**src/rtl/bram1_arb_pkg.sv**
```systemverilog
`default_nettype none
// ============================================================================
// Module   : bram1_arb_pkg
// Brief    : Shared types for the BRAM1 round-robin arbiter (owner id, tag).
// Revision : 1.0 - initial release
// ============================================================================
package bram1_arb_pkg;

  typedef enum logic {
    OWNER0 = 1'b0,
    OWNER1 = 1'b1
  } owner_t;

  typedef struct packed {
    logic   valid;
    owner_t owner;
  } tag_t;

  localparam int STAT_WIDTH = 32;

endpackage
`default_nettype wire

```
**src/rtl/bram1_arb_rsp_pipe.sv**
```systemverilog
`default_nettype none
// ============================================================================
// Module   : bram1_arb_rsp_pipe
// Brief    : Read-response tag shift register, depth 1+PIPELINED, sync clear.
// Revision : 1.0 - initial release
// ============================================================================
module bram1_arb_rsp_pipe
  import bram1_arb_pkg::*;
#(
  parameter int PIPELINED = 0
) (
  input  logic clk_i,
  input  logic rst_i,
  input  tag_t tag_i,
  output tag_t tag_o
);

  localparam int DEPTH = 1 + PIPELINED;

  tag_t stage_q [DEPTH];

  always_ff @(posedge clk_i) begin
    if (rst_i) begin
      for (int i = 0; i < DEPTH; i++) stage_q[i] <= '0;
    end else begin
      stage_q[0] <= tag_i;
      for (int i = 1; i < DEPTH; i++) stage_q[i] <= stage_q[i-1];
    end
  end

  assign tag_o = stage_q[DEPTH-1];

endmodule
`default_nettype wire

```
**src/rtl/bram1_arbiter.sv**
```systemverilog
`default_nettype none
// ============================================================================
// Module   : bram1_arbiter
// Brief    : Two-requester round-robin arbiter in front of one BRAM1 port.
//            Define BRAM1_ARB_STATS_EN to add grant/conflict statistics ports.
// Revision : 1.0 - initial release
// ============================================================================
module bram1_arbiter
  import bram1_arb_pkg::*;
#(
  parameter int PIPELINED  = 0,
  parameter int ADDR_WIDTH = 1,
  parameter int DATA_WIDTH = 1
) (
  input  logic                  CLK,
  input  logic                  RST,
  input  logic                  REQ0,
  input  logic                  REQ1,
  input  logic                  WE0,
  input  logic                  WE1,
  input  logic [ADDR_WIDTH-1:0] ADDR0,
  input  logic [ADDR_WIDTH-1:0] ADDR1,
  input  logic [DATA_WIDTH-1:0] DI0,
  input  logic [DATA_WIDTH-1:0] DI1,
  output logic                  GNT0,
  output logic                  GNT1,
  output logic                  RVALID0,
  output logic                  RVALID1,
  output logic [DATA_WIDTH-1:0] RDATA,
  output logic                  BRAM_EN,
  output logic                  BRAM_WE,
  output logic [ADDR_WIDTH-1:0] BRAM_ADDR,
  output logic [DATA_WIDTH-1:0] BRAM_DI,
  input  logic [DATA_WIDTH-1:0] BRAM_DO
`ifdef BRAM1_ARB_STATS_EN
  ,
  output logic [STAT_WIDTH-1:0] STAT_GNT0,
  output logic [STAT_WIDTH-1:0] STAT_GNT1,
  output logic [STAT_WIDTH-1:0] STAT_CONFLICT
`endif
);

  owner_t last_gnt_q, last_gnt_d;
  logic   w_gnt0, w_gnt1;
  tag_t   w_tag_in, w_tag_out;

  // Reset value OWNER1 hands the first conflict to requester 0.
  assign w_gnt0 = REQ0 & (~REQ1 | (last_gnt_q != OWNER0)) & ~RST;
  assign w_gnt1 = REQ1 & (~REQ0 | (last_gnt_q != OWNER1)) & ~RST;

  always_comb begin
    last_gnt_d = last_gnt_q;
    if (w_gnt0)      last_gnt_d = OWNER0;
    else if (w_gnt1) last_gnt_d = OWNER1;
  end

  always_ff @(posedge CLK) begin
    if (RST) last_gnt_q <= OWNER1;
    else     last_gnt_q <= last_gnt_d;
  end

  assign GNT0    = w_gnt0;
  assign GNT1    = w_gnt1;
  assign BRAM_EN = w_gnt0 | w_gnt1;

  always_comb begin
    BRAM_WE   = 1'b0;
    BRAM_ADDR = '0;
    BRAM_DI   = '0;
    if (w_gnt0) begin
      BRAM_WE   = WE0;
      BRAM_ADDR = ADDR0;
      BRAM_DI   = DI0;
    end else if (w_gnt1) begin
      BRAM_WE   = WE1;
      BRAM_ADDR = ADDR1;
      BRAM_DI   = DI1;
    end
  end

  assign w_tag_in.valid = (w_gnt0 & ~WE0) | (w_gnt1 & ~WE1);
  assign w_tag_in.owner = w_gnt1 ? OWNER1 : OWNER0;

  bram1_arb_rsp_pipe #(
    .PIPELINED (PIPELINED)
  ) u_rsp_pipe (
    .clk_i (CLK),
    .rst_i (RST),
    .tag_i (w_tag_in),
    .tag_o (w_tag_out)
  );

  // Gating by RST drops a response that would surface in the reset cycle itself.
  assign RVALID0 = w_tag_out.valid & (w_tag_out.owner == OWNER0) & ~RST;
  assign RVALID1 = w_tag_out.valid & (w_tag_out.owner == OWNER1) & ~RST;
  assign RDATA   = BRAM_DO;

`ifdef BRAM1_ARB_STATS_EN
  logic [STAT_WIDTH-1:0] stat_gnt0_q, stat_gnt1_q, stat_conflict_q;

  always_ff @(posedge CLK) begin
    if (RST) begin
      stat_gnt0_q     <= '0;
      stat_gnt1_q     <= '0;
      stat_conflict_q <= '0;
    end else begin
      if (w_gnt0 && (stat_gnt0_q != '1))         stat_gnt0_q     <= stat_gnt0_q + 1'b1;
      if (w_gnt1 && (stat_gnt1_q != '1))         stat_gnt1_q     <= stat_gnt1_q + 1'b1;
      if (REQ0 && REQ1 && (stat_conflict_q != '1)) stat_conflict_q <= stat_conflict_q + 1'b1;
    end
  end

  assign STAT_GNT0     = stat_gnt0_q;
  assign STAT_GNT1     = stat_gnt1_q;
  assign STAT_CONFLICT = stat_conflict_q;
`endif

endmodule
`default_nettype wire

```
**config.mk**
```make
export PLATFORM = sky130hd
export DESIGN_NAME = bram1_arbiter
export DESIGN_NICKNAME = d
export VERILOG_FILES = /design/src/rtl/bram1_arb_pkg.sv /design/src/rtl/bram1_arb_rsp_pipe.sv /design/src/rtl/bram1_arbiter.sv
export SDC_FILE = /design/constraint.sdc
export NUM_CORES = 1
export LEC_CHECK = 0
export ABC_AREA = 1
export BUFFER_PORTS_ARGS = -buffer_cell sky130_fd_sc_hd__buf_2
export CAP_MARGIN = 20
export CORE_AREA = 2 2 39 41
export CTS_CLUSTER_SIZE = 20
export DETAILED_ROUTE_END_ITERATION = 7
export DIE_AREA = 0 0 41 43
export HOLD_SLACK_MARGIN = 0.03
export SYNTH_ARGS = -nofsm -noshare
export SYNTH_HDL_FRONTEND = slang
export SYNTH_SLANG_ARGS = --single-unit
```
**constraint.sdc**
```tcl
create_clock -name CLK -period 0.9 [get_ports CLK]
set_input_delay 0.18 -clock CLK [delete_from_list [all_inputs] [get_ports CLK]]
set_output_delay 0.18 -clock CLK [all_outputs]
set_load 0.02 [all_outputs]
```
### Yosys cells after proc, flatten, opt, wreduce, memory -nomap -nowiden

Memory sizes are Yosys's and may differ from the RTL's.
Index checks and enable logic that the tools add are counted.
Widths: inputs -> output; s select.

* memory bits (writable): 2
* bits of input ports: 11
* memories: 1
* bits in registers: 1
* logic and storage cells: 39
* output and inout port bits: 9

Memory list
* u_rsp_pipe.stage_q: depth 1, bits a word 2, rd ports 1, clocked after Yosys merged registers in 0, write ports 1, RTL line bram1_arb_rsp_pipe.sv:20 `tag_t stage_q [DEPTH];`

* reductions and logical operators: 2
* bitwise gates (word level): 21
* muxes and demuxes: 14

Operators with widths (count)
* $mux 1: 13
* $and 1x1->1: 10
* $not 1->1: 7
* $or 1x1->1: 4
* $mux 2: 1
* $reduce_bool 2->1: 1
* $reduce_or 2->1: 1

### Depth between registers and ports, before layout

* depth after elaboration: 7
* mapped depth: 4
* mapped depth without buffers: 4

### Hierarchy

A second synthesis with hierarchy kept.

* cells, all modules: 40
* area, all modules: 242.7 um^2

Modules (own cells, without submodules)
* bram1_arbiter: times used 1, sequential area each 20.0 um^2, cells each 34, area each 187.7 um^2
* bram1_arb_rsp_pipe: times used 1, sequential area each 40.0 um^2, cells each 6, area each 55.1 um^2

### Least setup slack after synthesis

Ideal clock, no wire load.

* path kind: reg-to-output
* start point: memory u_rsp_pipe.stage_q[0][1] in the netlist's numbering
* end point: output port RVALID0
* data required time: 720 ps
* path slack: -113 ps
* stages on the path, launching flop included: 2
* path buffers: 0
* arrival time: 833 ps
* path through: dfxtp_1 -> nor3b_1

* longest elaborated chain between the ends: 3

RTL lines
* from (decl): RTL line bram1_arb_rsp_pipe.sv:20
* $mem_v2 1x2
* $and 1x1->1 (2 in a row): RTL line bram1_arbiter.sv:94 `assign RVALID0 = w_tag_out.valid & (w_tag_out.owner == OWNER0) & ~RST;`
* to (decl): RTL line bram1_arbiter.sv:27 `output logic RVALID0,`

Every way passes these cells.

### Final worst setup path

* start point: register last_gnt_q
* end point: output port BRAM_ADDR

* longest elaborated chain between the ends: 6
* elaborated cells on any way between the ends: 9
* those cells by class: mux (2); bitwise (7)

RTL lines
* from (decl): RTL line bram1_arbiter.sv:43 `owner_t last_gnt_q, last_gnt_d;`
* from (signal assigned): RTL line bram1_arbiter.sv:59 `else last_gnt_q <= last_gnt_d;`
* $not 1->1: RTL line bram1_arbiter.sv:49 `assign w_gnt1 = REQ1 & (~REQ0 | (last_gnt_q != OWNER1)) & ~RST;`
* $or 1x1->1: RTL line bram1_arbiter.sv:49
* $and 1x1->1 (2 in a row): RTL line bram1_arbiter.sv:49
* $mux 1: RTL line bram1_arbiter.sv:74 `end else if (w_gnt1) begin`
* $mux 1 (*): RTL line bram1_arbiter.sv:70 `if (w_gnt0) begin`
* to (decl): RTL line bram1_arbiter.sv:32 `output logic [ADDR_WIDTH-1:0] BRAM_ADDR,`

Every way passes the cells marked *; elsewhere a longest branch is shown, timed or not.

==> impl_metrics.tcl <==
set metrics [dict create \
    synth_cells 37 \
    fmax_ghz 0.864 \
    drtAntennaViolNets 0 \
    fin_crit_ns 1.16 \
    drtIter0Drc 8 \
    grt_pass1_vias 286 \
    hold_start "REQ0" \
    syn2layout_area_growth_pct 102 \
    setup_viol 8 \
    fin_crit_sh_pct 129 \
    path_clk_slew_ns 0.04 \
    finalNetCount 72 \
    cts_tree "yes" \
    r2r.worst_path.cells 5 \
    wl_um 674 \
    viasPerCell 4.20 \
    grt_pass1_wl_um 1140 \
    syn_area_per_cell_sq_um 6.26 \
    p_per_area_mw_per_mm2 1240 \
    die_h_um 43 \
    synth.most_common_cell "nand2_1" \
    finalCoreUtilization_pct 33.7 \
    cp-start-kind "flop" \
    die_area_sq_mm 0.00176 \
    htreeDepth 1 \
    multi_input_area_sq_um 190 \
    synth_top_area_share_pct 25.9 \
    p_leak_nw 0.240 \
    netlist_area_sq_um 231 \
    slew_viol_final 0 \
    num_vias 319 \
    violations "setup timing" \
    synth_common_cells "nand2_1 (9), nand3_1 (8), nor2_1 (4), dfxtp_1 (3), inv_1 (3)" \
    drtPass1Iterations 4 \
    max_stage_delay_ns 0.34 \
    root_buffer "clkbuf_4" \
    cp.required_ns 0.72 \
    total_power_uw 580 \
    grt_max_degree 8 \
    clkSinkCount 3 \
    critPathSlowestCell "dfxtp_2" \
    max_cap_viol_count 0 \
    vdd_drop_max_v 0.000314 \
    place_hpwl_um 486 \
    ys_seq_area_share_pct 25.9 \
    remaining_drc_errors 0 \
    crit_start "last_gnt_q$_SDFFE_PP1P_" \
    fillers 161 \
    p_switching_uw 184 \
    crit_chain "inv_2 -> nand2_4 -> nand3_2 -> nand2_2 -> buf_6" \
    start_util_pct 16.7 \
    seqCellArea_sq_um 63.8 \
    skew_ns 0.00451 \
    worstHoldPathCells 2 \
    hold_path_end "last_gnt_q$_SDFFE_PP1P_" \
    p_int_uw 397 \
    antenna_found_initial 0 \
    rr_startpoint "last_gnt_q$_SDFFE_PP1P_" \
    regToRegSetupSlack_ns -0.02 \
    synth_edf_count 0 \
    place_congestion 0.713 \
    path_depth 5 \
    crit_type "reg2out" \
    synthArstFlopShare_pct 0 \
    buffer_ports.inserted 17 \
    clock_path_buffers 2 \
    core-area_sq_mm 0.00138 \
    synthTopCellsByArea "dfxtp_1 (26%), nand3_1 (17%), nand2_1 (15%), nor2_4 (9.7%), nor2_1 (6.5%)" \
    hp-class "in2reg" \
    crit_buf_inv 2 \
    synth_flop_cell "dfxtp_1" \
    synth.distinct_cells 12 \
    worstPathArrival_ns 0.98 \
    slew_headroom_pct 84.2 \
    cts_made_buffers 3 \
    swShare_pct 31.6 \
    n_antenna_cell 0 \
    wl_per_cell_um 8.87 \
    gr-total-overflow 0 \
    crit_fanout 5 \
    place_ws_ns -0.133 \
    critPathCaptureType "output port" \
    rsz0062_at_grt "yes" \
    drive_gt1_share_pct 76.7 \
    synth-seq-cells 3 \
    grtUsageTotal_pct 10.0 \
    r2r_end "last_gnt_q$_SDFFE_PP1P_" \
    crit_family "flip-flops" \
    die_x_um 41 \
    p_comb_share_pct 32.7 \
    hold_viol 0 \
    clock_latency_ns 0.23 \
    ys.warnings.count 0 \
    ios 20 \
    ctsHoldBuffers 0 \
    p_seq_share_pct 25.9 \
    clock_power_share_pct 41.4 \
    setup_ws_ns -0.258 \
    std_cell_rows 14 \
    outcome "complete, but fails checks" \
    syn_nets 48 \
    tightest_slew_ns 0.238 \
    synth_area_leader_cell "dfxtp_1" \
]
==> layout make-up <==
type                       count  share of cell area (%)
inverter                       5                    4.02
sequential                     3                    13.7
clock buffer                   4                    5.63
tap                           16                    4.29
multi-input combinational     27                    40.8
timing repair buffer          21                    31.6
==> cell families (layout without fill, tap and decap cells) <==
logic type | count (synthesis) | after routing | synth area share [%]
buf+inv | 7 | 30 | 16.2
simple gates | 24 | 24 | 51.3
flops | 3 | 3 | 25.9
compound gates | 3 | 3 | 6.48
==> placed cells by master, fill, tap and decap left out, drive strengths merged <==
cell type  netlist  routed
nor2             6       6
nand3            8       8
dfxtp            3       3
inv              5       5
o21ai            1       1
clkbuf           0       4
nor3b            1       1
a21oi            2       2
nand2            9       9
buf              2      21
==> sequential cells by signal, indices dropped and copies added, names as in the netlist <==
| register | cells |
|---|---|
| u_rsp_pipe.stage_q | 2 |
| last_gnt_q | 1 |
==> metal layers <==
layer | up-vias | track usage [%] | share of wire (%)
li1 | 162 | - | -
met1 | 141 | 10.2 | 37
met2 | 14 | 15.0 | 51
met3 | 2 | 1.05 | 9.1
met4 | 0 | 12.0 | 3.1
met5 | - | 0 | 0
==> power groups by stage <==
stage	Sequential (mW)	Combinational, mW	Clock [mW]
floorplan	0.148	0.0964	0
global placement	0.149	0.141	0
detailed placement	0.149	0.141	0
CTS	0.150	0.175	0.252
global route	0.151	0.207	0.259
finish	0.150	0.190	0.240
==> timing repair <==
item,in CTS,in global routing
gates cloned,0,0
pin swaps,3,6
buffers inserted,1,1
setup endpoints to repair,7,7
resized for setup,21,7
==> stage by stage <==
stage / TNS, ns / instances / instance area (sq um) / hold slack (ns)
5_1_grt: -1.82 / 76 / 467 / 0.197
6_report: -1.46 / 76 / 467 / 0.179
3_5_place_dp: -0.491 / 70 / 348 / 0.360
4_1_cts: -1.54 / 75 / 438 / 0.189
2_1_floorplan: 0 / 37 / 246 / 0.280
3_3_place_gp: -0.459 / 70 / 348 / 0.360
==> worst max path at each step <==
| stage | endpoint |
|---|---|
| floorplan | BRAM_ADDR |
| global placement | GNT0 |
| detailed placement | GNT0 |
| CTS | BRAM_DI |
| global route | BRAM_DI |
| finish | BRAM_ADDR |
No activity file was read; power rests on OpenSTA's default activity.
